File: config.mk
export PLATFORM = sky130hd
export DESIGN_NAME = uart_tx_ctrl
export DESIGN_NICKNAME = d
export VERILOG_FILES = /design/src/rtl/uart_pkg.sv /design/src/rtl/uart_baud_gen.sv /design/src/rtl/uart_tx_ctrl.sv
export SDC_FILE = /design/constraint.sdc
export NUM_CORES = 1
export LEC_CHECK = 0
export CORE_ASPECT_RATIO = 0.8
export CORE_UTILIZATION = 56
export CTS_BUF_LIST = sky130_fd_sc_hd__clkbuf_4 sky130_fd_sc_hd__clkbuf_8 sky130_fd_sc_hd__clkbuf_16
export CTS_CLUSTER_DIAMETER = 60
export DETAILED_ROUTE_END_ITERATION = 8
export HOLD_SLACK_MARGIN = 0.03
export PLACE_DENSITY = 0.85
export SLEW_MARGIN = 25
export SYNTH_ARGS = -nofsm -noshare
export SYNTH_HDL_FRONTEND = slang
export SYNTH_SLANG_ARGS = --single-unit
File: constraint.sdc
create_clock -name clk -period 2.6 [get_ports clk]
set_clock_uncertainty 0.2 [all_clocks]
set_input_delay 0.52 -clock clk [delete_from_list [all_inputs] [get_ports clk]]
set_output_delay 0.52 -clock clk [all_outputs]
set_load 0.005 [all_outputs]
File: src/rtl/uart_pkg.sv
// Shared UART definitions: transmit FSM states, frame geometry and parity helper.
// The RX side reuses the frame constants.
package uart_pkg;

  typedef enum logic [1:0] {
    IDLE = 2'd0,
    LOAD = 2'd1,
    SEND = 2'd2
  } tx_state_e;

  localparam int FRAME_BITS = 11;
  localparam int DATA_BITS  = 8;

  // Even parity is the XOR of the data bits; odd parity inverts it.
  function automatic logic calc_parity(input logic [DATA_BITS-1:0] data,
                                       input logic                 odd);
    return (^data) ^ odd;
  endfunction

endpackage

File: src/rtl/uart_baud_gen.sv
// Programmable bit-period counter: tick is high on the last cycle of each bit.
// clear restarts the period; the counter only advances while enable is high.
module uart_baud_gen #(
  parameter int DIV_W = 16
) (
  input  logic             clk,
  input  logic             reset,
  input  logic             clear,
  input  logic             enable,
  input  logic [DIV_W-1:0] div,
  output logic             tick
);

  logic [DIV_W-1:0] cnt_r;

  assign tick = enable && (cnt_r == div);

  // Bit-period counter, wraps to zero on each tick
  always_ff @(posedge clk or negedge reset) begin
    if (!reset) begin
      cnt_r <= '0;
    end else if (clear) begin
      cnt_r <= '0;
    end else if (enable) begin
      if (tick) begin
        cnt_r <= '0;
      end else begin
        cnt_r <= cnt_r + DIV_W'(1);
      end
    end
  end

endmodule

File: src/rtl/uart_tx_ctrl.sv
// UART transmit controller: pops the FWFT TX FIFO, supplies parity and
// strobes the 11-bit shift register at each bit boundary.
module uart_tx_ctrl #(
  parameter int DIV_W      = 16,
  parameter int FRAME_BITS = 11
) (
  input  logic             clk,
  input  logic             reset,
  input  logic             tx_enable,
  input  logic [DIV_W-1:0] baud_div,
  input  logic             parity_en,
  input  logic             parity_odd,
  input  logic             fifo_empty,
  input  logic [7:0]       fifo_rdata,
  output logic             fifo_rd_en,
  output logic             load_en,
  output logic             shift_en,
  output logic             parity_bit,
  output logic             tx_busy,
  output logic             tx_done
);

  import uart_pkg::*;

  localparam int              CNT_W    = $clog2(FRAME_BITS);
  localparam logic [CNT_W-1:0] LAST_BIT = CNT_W'(FRAME_BITS - 1);

  tx_state_e        state_r;
  tx_state_e        state_s;
  logic [DIV_W-1:0] div_q_r;
  logic [CNT_W-1:0] bit_cnt_r;
  logic             tick_s;
  logic             baud_clear_s;
  logic             baud_en_s;
  logic             load_s;
  logic             shift_s;
  logic             done_s;

  assign baud_en_s    = (state_r == SEND);
  assign baud_clear_s = (state_r != SEND);

  uart_baud_gen #(
    .DIV_W (DIV_W)
  ) u_baud (
    .clk    (clk),
    .reset  (reset),
    .clear  (baud_clear_s),
    .enable (baud_en_s),
    .div    (div_q_r),
    .tick   (tick_s)
  );

  // Next-state and strobe decode; strobes come only from registered state/counters
  always_comb begin
    state_s = state_r;
    load_s  = 1'b0;
    shift_s = 1'b0;
    done_s  = 1'b0;
    case (state_r)
      IDLE: begin
        if (tx_enable && !fifo_empty) begin
          state_s = LOAD;
        end else begin
          state_s = IDLE;
        end
      end
      LOAD: begin
        load_s  = 1'b1;
        state_s = SEND;
      end
      SEND: begin
        if (tick_s) begin
          if (bit_cnt_r == LAST_BIT) begin
            // Stop bit done: chain straight into the next byte when allowed
            done_s = 1'b1;
            if (tx_enable && !fifo_empty) begin
              state_s = LOAD;
            end else begin
              state_s = IDLE;
            end
          end else begin
            shift_s = 1'b1;
            state_s = SEND;
          end
        end else begin
          state_s = SEND;
        end
      end
      default: begin
        state_s = IDLE;
      end
    endcase
  end

  // State, latched divisor and bit counter
  always_ff @(posedge clk or negedge reset) begin
    if (!reset) begin
      state_r   <= IDLE;
      div_q_r   <= '0;
      bit_cnt_r <= '0;
    end else begin
      state_r <= state_s;
      if (state_r == LOAD) begin
        div_q_r   <= baud_div;
        bit_cnt_r <= '0;
      end else if (baud_en_s && tick_s) begin
        bit_cnt_r <= bit_cnt_r + CNT_W'(1);
      end
    end
  end

  assign fifo_rd_en = load_s;
  assign load_en    = load_s;
  assign shift_en   = shift_s;
  assign tx_done    = done_s;
  assign tx_busy    = (state_r != IDLE);
  assign parity_bit = parity_en ? calc_parity(fifo_rdata, parity_odd) : 1'b1;

endmodule

==> results.yml <==
floorplanning:
  start_util_pct: 61.0
  die_h_um: 54.8
  rows: 18
  die_w_um: 68.0
  io_pins: 36
  core-area_sq_mm: 0.00320
  die_area_sq_mm: 0.00372
global_routing:
  grt_pass1_wl_mm: 6.39
  grt_pass1_vias: 1409
  grt_max_degree: 39
  antenna_found_initial: 0
  grt_usage_pct: 25.0
  grt_overflow: 0
logic_synthesis:
  ys_ff_latch: 38
  synthArstFlopShare_pct: 100
  avgSynthCellArea_sq_um: 9.42
  yosysTopAreaCellShare_pct: 48.7
  synth-seq-area-share_pct: 48.7
  synth-edff-count: 0
  ys.flop_type: "dfrtp_1"
  synth_area_leaders: "dfrtp_1, nand2_1, xnor2_1"
  synth_common_cells: "nand2_1, dfrtp_1, nor2_1"
  ys_warn_count: 0
  synth_cells: 207
  synth_fp_nets: 240
  ys_types: 31
  synth_most_common_cell: "nand2_1"
  yosys.area.top_type: "dfrtp_1"
  synthesis.area_sq_mm: 0.00195
final_layout:
  postLayoutCellArea_sq_mm: 0.00249
  drive_gt1_share_pct: 11.8
  nFillCells: 222
  syn_to_final_growth_pct: 27.5
  layout.cells.non_filler: 294
  nets: 286
  final_util_pct: 77.7
  antenna_cells: 0
sta:
  hold_ws_ns: 0.115
  setup-violations-final: 0
  timing.fmax_mhz: 402
  fin_crit_ns: 2.49
  tightest_slew_ns: 0.821
  slew_headroom_pct: 45.3
  slew_violations: 0
  setup_tns_ns: 0
  setup_ws_ns: 0.113
  rsz0062_at_grt: "false"
  timing.final.crit_share_pct: 95.7
  finalHoldViolCount: 0
clock_tree:
  cts.root.buffer_cell: "clkbuf_8"
  post_cts_buffers: 0
  clkSlewWorstSetupHoldPaths_ns: 0.08
  numCtsBuffers: 5
  tritoncts: "done"
  clk-insertion-delay-late_ns: 0.29
  holdBufCountCts: 0
  htree_num_levels: 2
  cts.sinks: 38
  clockBufferDepth: 2
worst_setup_path:
  worstPathRequired_ns: 1.88
  critPathSlowestCell: "dfrtp_1"
  critPathBufInv: 2
  crit_type: "reg -> out"
  worstSetupEndpointType: "primary output"
  cp_cell_sequence: "xor2_1, nor4_1, buf_4, nand4_1, nor3_2, clkbuf_2"
  worst-path-max-fanout: 2
  slowest_delay_ns: 0.41
  crit_family: "simple AND/OR/NAND/NOR gates"
  critPathArrivalTime_ns: 1.77
  start_kind: "flip-flop"
place:
  gp_congestion: 0.817
  placed_area_sq_mm: 0.00238
  io_buffers: 35
  placedCellCount: 286
  dpl.hpwl_mm: 2.92
  pre_cts_ws_ns: -0.226
drt:
  num_vias: 1527
  drt-pass1-iter-count: 4
  antenna_left: 0
  wl_per_cell_um: 13.6
  dr.first_iter.drc_count: 124
  drc: 0
  wl_mm: 3.99
  viasPerCell: 5.19
pwr:
  p_total_mw: 1.96
  p_per_area_mw_per_mm2: 788
  cellLeakagePower_nw: 1.19
  ir_drop_v: 0.000596
status:
  status: "finished, final reports clean"
hold_path:
  min_path_type: "in -> async"
job:
  max_cap_viol_count: 0
==> per-layer routing <==
metal / part of all wire (%) / up-vias / wire [um] / GRT usage, %
li1: - / 759 / - / -
met4: 1.2 / 0 / 49 / 10.4
met3: 4.9 / 5 / 194 / 5.00
met2: 47 / 40 / 1880 / 40.0
met5: 0 / - / 0 / 0
met1: 47 / 723 / 1870 / 33.4
==> sequential cells by signal, indices dropped and copies added, names as in the netlist <==
register	flops
u_baud.cnt_r	16
div_q_r	16
state_r	2
bit_cnt_r	4
==> worst paths after layout <==
path,start,endpoint,slack [ns],depth (start not counted)
worst max-delay path,div_q_r[3],tx_done,0.11,6
max in group asynchronous,reset,state_r[0],1.55,1
worst min register to register,div_q_r[10],div_q_r[10],0.30,2
min in group clk,div_q_r[10],div_q_r[10],0.30,2
worst min-delay path,reset,div_q_r[13],0.11,1
worst max register to register,u_baud.cnt_r[13],state_r[1],0.64,6
==> power by group <==
group / internal [mW] / switching, mW
Combinational: 0.308 / 0.291
Sequential: 0.742 / 0.133
Clock: 0.282 / 0.204
==> cell families (layout without fill, tap and decap cells) <==
kind of cell | after synthesis | in the layout | share of synthesized area, %
flops | 38 | 38 | 48.7
buf+inv | 8 | 55 | 2.12
xor+xnor | 39 | 39 | 17.5
simple gates | 112 | 112 | 26.2
fa+ha+maj | 3 | 3 | 1.92
mux | 4 | 4 | 2.05
compound gates | 3 | 3 | 1.41
==> cell usage in the layout (no fill, tap or decap), drive strengths merged, types with 2 or more instances in the layout <==
cell           instances
inv                    2
buf                   10
nand2b                 2
clkinv                 3
a21o                   2
nand3                  7
xor2                  18
nand4                  6
nor4                   2
clkdlybuf4s50         28
xnor2                 21
nor2                  22
nor3                   3
and3                   3
dfrtp                 38
dlygate4sd2            3
clkbuf                 8
mux2i                  4
nand2                 60
ha                     3
==> cell type report <==
cell class	instances	area (sq um)	area share (%)
multi-input cells	161	971	39.1
well taps	40	50.0	2.01
flip-flops and latches	38	951	38.2
repair buffers	44	394	15.9
inverters	3	11.3	0.453
clock inverters	3	40.0	1.61
clock buffers	5	68.8	2.77
==> repair_timing <==
action / 4_1_cts / 5_1_grt
cloned: 0 / 0
pin swaps: 6 / 7
gates resized for setup: 8 / 6
endpoints found under the setup margin: 3 / 3
Note: power is estimated with default switching activity, not from simulation.
